[src/rtl/fifo_pkg.sv]
// Shared definitions for the single-clock FIFO: read-mode constants and pointer width helper.
package fifo_pkg;

    localparam int FIFO_MODE_STD  = 0;
    localparam int FIFO_MODE_FWFT = 1;

    // Pointer width: address bits plus one wrap-toggle bit.
    function automatic int ptr_w(input int depth);
        return $clog2(depth) + 1;
    endfunction

endpackage

[src/rtl/sync_fifo_param_if.sv]
// Producer/consumer bundle for sync_fifo_param; master drives requests, slave is the FIFO.
interface sync_fifo_param_if
    import fifo_pkg::*;
#(
    parameter int WIDTH = 8,
    parameter int DEPTH = 16
);

    localparam int CW = ptr_w(DEPTH);

    logic             wr_en;
    logic [WIDTH-1:0] wdata;
    logic             rd_en;
    logic             clr_err;
    logic [WIDTH-1:0] rdata;
    logic             rvalid;
    logic             full;
    logic             empty;
    logic             almost_full;
    logic             almost_empty;
    logic             overflow;
    logic             underflow;
    logic [CW-1:0]    count;

    modport master (
        output wr_en, wdata, rd_en, clr_err,
        input  rdata, rvalid, full, empty, almost_full, almost_empty,
               overflow, underflow, count
    );

    modport slave (
        input  wr_en, wdata, rd_en, clr_err,
        output rdata, rvalid, full, empty, almost_full, almost_empty,
               overflow, underflow, count
    );

endinterface

[src/rtl/fifo_mem_2p.sv]
// Simple dual-port storage array: synchronous write port, asynchronous read port.
module fifo_mem_2p #(
    parameter  int WIDTH = 8,
    parameter  int DEPTH = 16,
    localparam int AW    = $clog2(DEPTH)
) (
    input  logic             clk,
    input  logic             we,
    input  logic [AW-1:0]    waddr,
    input  logic [WIDTH-1:0] wdata,
    input  logic [AW-1:0]    raddr,
    output logic [WIDTH-1:0] rdata
);

    logic [WIDTH-1:0] mem_q [DEPTH];

    // NOTE: the array has no reset; pointers alone define which entries are valid,
    // and leaving it out lets synthesis map this onto RAM.
    always_ff @(posedge clk) begin
        if (we) begin
            mem_q[waddr] <= wdata;
        end
    end

    assign rdata = mem_q[raddr];

endmodule

[src/rtl/sync_fifo_param.sv]
// Single-clock parametrised FIFO with fill count, threshold flags, sticky error flags
// and selectable standard / first-word-fall-through read mode.
module sync_fifo_param
    import fifo_pkg::*;
#(
    parameter int WIDTH     = 8,
    parameter int DEPTH     = 16,
    parameter int AF_THRESH = DEPTH - 2,
    parameter int AE_THRESH = 2,
    parameter int FWFT      = FIFO_MODE_STD
) (
    input  logic             clk,
    input  logic             res_n,
    sync_fifo_param_if.slave bus
);

    localparam int CW = ptr_w(DEPTH);
    localparam int AW = CW - 1;

    if ((DEPTH < 2) || ((DEPTH & (DEPTH - 1)) != 0)) begin : g_chk_depth
        $error("sync_fifo_param: DEPTH must be a power of two and at least 2");
    end
    if (!((AE_THRESH < AF_THRESH) && (AF_THRESH <= DEPTH))) begin : g_chk_thresh
        $error("sync_fifo_param: thresholds must satisfy AE_THRESH < AF_THRESH <= DEPTH");
    end

    logic [CW-1:0]    wr_ptr_q, wr_ptr_d;
    logic [CW-1:0]    rd_ptr_q, rd_ptr_d;
    logic             overflow_q, overflow_d;
    logic             underflow_q, underflow_d;
    logic [CW-1:0]    count;
    logic             empty, full;
    logic             wa, ra;
    logic [WIDTH-1:0] mem_rdata;

    // Flags come only from registered pointers, so no request input reaches an output.
    assign count = wr_ptr_q - rd_ptr_q;
    assign empty = (wr_ptr_q == rd_ptr_q);
    assign full  = (wr_ptr_q[AW-1:0] == rd_ptr_q[AW-1:0]) && (wr_ptr_q[AW] != rd_ptr_q[AW]);

    assign wa = bus.wr_en & (~full | bus.rd_en);
    assign ra = bus.rd_en & ~empty;

    // NOTE: every always_comb output gets a default first so no path can infer a latch.
    always_comb begin
        wr_ptr_d    = wr_ptr_q;
        rd_ptr_d    = rd_ptr_q;
        if (wa) wr_ptr_d = wr_ptr_q + CW'(1);
        if (ra) rd_ptr_d = rd_ptr_q + CW'(1);
        // A new error in the same cycle as clr_err keeps the flag set.
        overflow_d  = (overflow_q  & ~bus.clr_err) | (bus.wr_en & ~wa);
        underflow_d = (underflow_q & ~bus.clr_err) | (bus.rd_en & empty);
    end

    // NOTE: sequential state uses non-blocking assignments so every flop samples
    // pre-edge values regardless of statement order.
    always_ff @(posedge clk or negedge res_n) begin
        if (!res_n) begin
            wr_ptr_q    <= '0;
            rd_ptr_q    <= '0;
            overflow_q  <= 1'b0;
            underflow_q <= 1'b0;
        end else begin
            wr_ptr_q    <= wr_ptr_d;
            rd_ptr_q    <= rd_ptr_d;
            overflow_q  <= overflow_d;
            underflow_q <= underflow_d;
        end
    end

    fifo_mem_2p #(
        .WIDTH (WIDTH),
        .DEPTH (DEPTH)
    ) u_mem (
        .clk   (clk),
        .we    (wa),
        .waddr (wr_ptr_q[AW-1:0]),
        .wdata (bus.wdata),
        .raddr (rd_ptr_q[AW-1:0]),
        .rdata (mem_rdata)
    );

    if (FWFT == FIFO_MODE_FWFT) begin : g_fwft
        // Head word is presented directly; forced to zero while empty so reset reads as 0.
        assign bus.rdata  = empty ? '0 : mem_rdata;
        assign bus.rvalid = ~empty;
    end else begin : g_std
        logic [WIDTH-1:0] rdata_q, rdata_d;
        logic             rvalid_q, rvalid_d;

        always_comb begin
            rdata_d  = rdata_q;
            rvalid_d = ra;
            if (ra) rdata_d = mem_rdata;
        end

        always_ff @(posedge clk or negedge res_n) begin
            if (!res_n) begin
                rdata_q  <= '0;
                rvalid_q <= 1'b0;
            end else begin
                rdata_q  <= rdata_d;
                rvalid_q <= rvalid_d;
            end
        end

        assign bus.rdata  = rdata_q;
        assign bus.rvalid = rvalid_q;
    end

    assign bus.count        = count;
    assign bus.full         = full;
    assign bus.empty        = empty;
    assign bus.almost_full  = int'(count) >= AF_THRESH;
    assign bus.almost_empty = int'(count) <= AE_THRESH;
    assign bus.overflow     = overflow_q;
    assign bus.underflow    = underflow_q;

endmodule

[src/flat_wrapper.sv]
// flat-port wrapper written by rule: the top's interface ports become plain ports
module sync_fifo_param_flat import fifo_pkg::*;
#(
    parameter int WIDTH     = 8,
    parameter int DEPTH     = 16,
    parameter int AF_THRESH = DEPTH - 2,
    parameter int AE_THRESH = 2,
    parameter int FWFT      = FIFO_MODE_STD
)
  (clk, res_n, bus_wr_en, bus_wdata, bus_rd_en, bus_clr_err, bus_rdata, bus_rvalid, bus_full, bus_empty, bus_almost_full, bus_almost_empty, bus_overflow, bus_underflow, bus_count);
  sync_fifo_param_if #(.WIDTH(WIDTH), .DEPTH(DEPTH)) bus_i ();
  input  logic clk;
  input  logic res_n;
  input wire logic [$bits(bus_i.wr_en)-1:0] bus_wr_en;
  input wire logic [$bits(bus_i.wdata)-1:0] bus_wdata;
  input wire logic [$bits(bus_i.rd_en)-1:0] bus_rd_en;
  input wire logic [$bits(bus_i.clr_err)-1:0] bus_clr_err;
  output wire logic [$bits(bus_i.rdata)-1:0] bus_rdata;
  output wire logic [$bits(bus_i.rvalid)-1:0] bus_rvalid;
  output wire logic [$bits(bus_i.full)-1:0] bus_full;
  output wire logic [$bits(bus_i.empty)-1:0] bus_empty;
  output wire logic [$bits(bus_i.almost_full)-1:0] bus_almost_full;
  output wire logic [$bits(bus_i.almost_empty)-1:0] bus_almost_empty;
  output wire logic [$bits(bus_i.overflow)-1:0] bus_overflow;
  output wire logic [$bits(bus_i.underflow)-1:0] bus_underflow;
  output wire logic [$bits(bus_i.count)-1:0] bus_count;
  assign bus_i.wr_en = bus_wr_en;
  assign bus_i.wdata = bus_wdata;
  assign bus_i.rd_en = bus_rd_en;
  assign bus_i.clr_err = bus_clr_err;
  assign bus_rdata = bus_i.rdata;
  assign bus_rvalid = bus_i.rvalid;
  assign bus_full = bus_i.full;
  assign bus_empty = bus_i.empty;
  assign bus_almost_full = bus_i.almost_full;
  assign bus_almost_empty = bus_i.almost_empty;
  assign bus_overflow = bus_i.overflow;
  assign bus_underflow = bus_i.underflow;
  assign bus_count = bus_i.count;
  sync_fifo_param #(.WIDTH(WIDTH), .DEPTH(DEPTH), .AF_THRESH(AF_THRESH), .AE_THRESH(AE_THRESH), .FWFT(FWFT)) u_core (.clk(clk), .res_n(res_n), .bus(bus_i));
endmodule
[config.mk]
export PLATFORM = sky130hd
export DESIGN_NAME = sync_fifo_param_flat
export DESIGN_NICKNAME = d
export VERILOG_FILES = /design/src/rtl/fifo_pkg.sv /design/src/rtl/sync_fifo_param_if.sv /design/src/rtl/fifo_mem_2p.sv /design/src/rtl/sync_fifo_param.sv /design/src/flat_wrapper.sv
export SDC_FILE = /design/constraint.sdc
export NUM_CORES = 1
export LEC_CHECK = 0
export ABC_AREA = 1
export BUFFER_PORTS_ARGS = -buffer_cell sky130_fd_sc_hd__buf_2
export CORE_UTILIZATION = 51
export CTS_BUF_LIST = sky130_fd_sc_hd__clkbuf_8
export DETAILED_ROUTE_END_ITERATION = 12
export GPL_TIMING_DRIVEN = 0
export HOLD_SLACK_MARGIN = 0.06
export PLACE_DENSITY = 0.68
export REMOVE_ABC_BUFFERS = 1
export SETUP_SLACK_MARGIN = 0.2
export SYNTH_ARGS = -nofsm -noshare
export SYNTH_HDL_FRONTEND = slang
export SYNTH_SLANG_ARGS = --single-unit
[constraint.sdc]
create_clock -name clk -period 3.17 [get_ports clk]
set_input_delay 0.317 -clock clk [delete_from_list [all_inputs] [get_ports clk]]
set_output_delay 0.317 -clock clk [all_outputs]
set_load 0.02 [all_outputs]
==> results.toml <==
[power_and_ir_drop]
clkPwrFrac_pct = 22.1
p_total_mw = 6.99
p_switching_mw = 2.80
switching_share_pct = 40.0
intPower_mw = 4.19
power_leakage_nw = 3.16
pwr-share-comb_pct = 40.2
ir_drop_v = 0.000453
p_seq_share_pct = 37.6
power_density_nw_per_um2 = 940

[route]
wl_per_cell_um = 16.9
vias = 4404
dr.pass1.iters = 5
vias_per_cell = 5.16
wirelength_um = 14400
drtAntennaViolNets = 0
dr.first_iter.drc_count = 337
drc = 0

[final_layout]
final_nets = 692
post-route-util_pct = 58.7
area.growth.synth_to_final_pct = 11.9
diodes = 0
drive_gt1_share_pct = 16.4
fill_cells = 1106

[global_route]
grt_max_degree = 66
antenna_found_initial = 0
gr-usage-all-layers_pct = 23.6
grt-ovfl-total = 0
grt_pass1_vias = 4203
grt_pass1_wl_um = 22300

[floorplanning]
fp.dieW_um = 116
ios = 33
rows = 41
coreArea_sq_um = 12700
die_h_um = 116
start_util_pct = 52.5
die_area_sq_um = 13500

[synth]
netlist_area_sq_um = 6650
yosys.area_share.adder_pct = 2.00
ys_ff_latch = 149
yosysWarnings = 0
synth_top_family_by_area = "simple AND/OR/NAND/NOR gates"
synthMuxAreaShare_pct = 0
yosys.cell_types.count = 27
syn-instance-count = 638
avgSynthCellArea_sq_um = 10.4
synth_compound_area_share_pct = 2.48
synth_simple_gate_area_share_pct = 20.7
seq_area_frac_synth_pct = 65.7
synth-xor-area-share_pct = 1.05

[run]
max-cap-violations = 0

[timing]
fin_crit_sh_pct = 87.9
fin_ws_ps = 383
slew_headroom_pct = 22.6
timing.fmax_mhz = 359
hold_viol_final = 0
worst_pin_slew_ps = 1160
final-max-slew-violation-count = 0
rsz0062_at_grt = "no"
clock-skew-final_ps = 9.08
min_period_ps = 2790
fin_setup_tns_ps = 0
setup_viol = 0

[hold_path]
hold_depth = 3
holdCritPathClass = "primary input to flop"
hold_end = "u_core.rd_ptr_q[0]"
min_from = "bus_rd_en"

[clock_network]
path_clk_slew_ps = 70
htreeDepth = 4
clock-sinks = 149
clockBufferDepth = 2
clkLatencyLatePin_ps = 450
numCtsBuffers = 17
cts-root-buf = "clkbuf_8"
cts_tree = "built"

[placed_design]
hpwl_um = 8490
io_buffers = 32
gp_congestion = 0.823
post-place-ws_ps = -1200

[worst_setup_path]
path_max_fanout = 19
cp_cell_sequence = "ha_1, inv_1, fa_1, nand3_1, nand2_1, xor2_1, o21bai_1, buf_2"
critPathArrivalTime_ps = 2470
critical_path_required_ps = 2850
setup.worst_path.class = "flop to output port"
worstSetupStartpointType = "flop"
worst_path_max_delay_cell = "dfrtp_2"
r2r_cells = 11
r2r_start = "u_core.rd_ptr_q[1]"
cp-end-kind = "output port"
slowest_delay_ps = 630
r2r-end = "u_core.u_mem.mem_q[9][0]"
reg2reg_slack_ps = 500

[outcome]
status = "finished, final reports clean"
==> cell usage after synthesis, drive strengths merged <==
cell type | number | share of area (%)
edfxtp | 128 | 58
fa | 1 | 0.30
nor2 | 36 | 2.3
clkinv | 1 | 0.056
nand2 | 185 | 11
dfrtp | 21 | 7.9
nand3 | 94 | 7.1
xor2 | 8 | 1.1
a21oi | 19 | 1.8
o22ai | 1 | 0.094
clkbuf | 3 | 0.17
ha | 9 | 1.7
o21bai | 1 | 0.11
buf | 22 | 2.0
inv | 102 | 5.8
o21ai | 6 | 0.45
nor3 | 1 | 0.075
==> per-stage QoR <==
stage | cells | hold slack, ps | area, sq um
after floorplan | 613 | 21.4 | 6500
after global placement | 817 | 329 | 6880
after detailed placement | 818 | 340 | 6900
after CTS | 853 | 134 | 7430
after global routing | 854 | 155 | 7440
final | 854 | 167 | 7440
==> layout by cell type, fill, tap and decap left out, types with 12 or more instances in the layout <==
cell type	n
dfrtp_1	18
inv_1	98
nand2_1	168
a21oi_1	12
buf_2	32
nand3_1	94
nand2_2	14
nor2_2	13
nor2_1	19
clkbuf_8	19
edfxtp_1	128
==> state kept, by name, summed over array words and instances, names as in the netlist <==
register              count
u_core.bus.overflow       1
u_core.bus.rdata          8
u_core.bus.rvalid         1
u_core.bus.underflow      1
u_core.rd_ptr_q           5
u_core.u_mem.mem_q      128
u_core.wr_ptr_q           5
==> worst max-delay path: cells and delay by family (launching register included) <==
family,cells,cell delay (ps)
fa+ha+maj,2,640
flops,1,630
buf+inv,2,220
xor+xnor,1,210
simple gates,2,180
compound gates,1,140
==> cells by family (layout without fill, tap and decap cells) <==
logic type | after synthesis | in the layout
compound gates | 27 | 27
xor+xnor | 8 | 8
flops | 149 | 149
fa+ha+maj | 10 | 10
simple gates | 316 | 316
buf+inv | 128 | 172
==> layer usage <==
metal / vias up / global-route usage [%] / share of wire (%)
li1: 2132 / - / -
met1: 2129 / 30.9 / 43
met2: 122 / 38.7 / 50
met3: 21 / 4.93 / 5.4
met4: 0 / 9.66 / 2.1
met5: - / 0 / 0
==> worst max-delay path by stage <==
| stage | slack, ps | from | to |
|---|---|---|---|
| final | 380 | u_core.rd_ptr_q[0] | bus_almost_full |
| after global routing | 210 | u_core.rd_ptr_q[0] | bus_almost_full |
| after global placement | -1140 | u_core.rd_ptr_q[1] | u_core.u_mem.mem_q[8][5] |
| after detailed placement | -1200 | u_core.rd_ptr_q[1] | u_core.u_mem.mem_q[8][5] |
| after CTS | 240 | u_core.rd_ptr_q[1] | bus_almost_empty |
| after floorplan | -110 | u_core.rd_ptr_q[0] | bus_almost_full |
==> final cells by class <==
class                   count  area (sq um)  share of cell area, %
repair buffers             37           235                   3.16
flip-flops and latches    149          4380                   58.8
clock inverters            13           164                   2.20
clock buffers              19           262                   3.52
multi-input cells         361          1790                   24.1
inverters                 103           392                   5.27
well taps                 172           215                   2.89
==> power groups by stage <==
stage	Combinational [mW]	Sequential (mW)	Clock (mW)
finish	2.81	2.63	1.55
global route	3.12	2.67	1.64
CTS	2.75	2.69	1.57
detailed placement	2.61	2.75	0
global placement	2.46	2.83	0
floorplan	1.73	2.77	0
==> repair_timing <==
item | 4_1_cts | 5_1_grt
buffers inserted | 1 | 1
hold buffers | 2 | 0
endpoints found under the hold margin | 23 | 0
endpoints found under the setup margin | 157 | 29
resized for setup | 21 | 0
(Power assumes the default switching activity.)
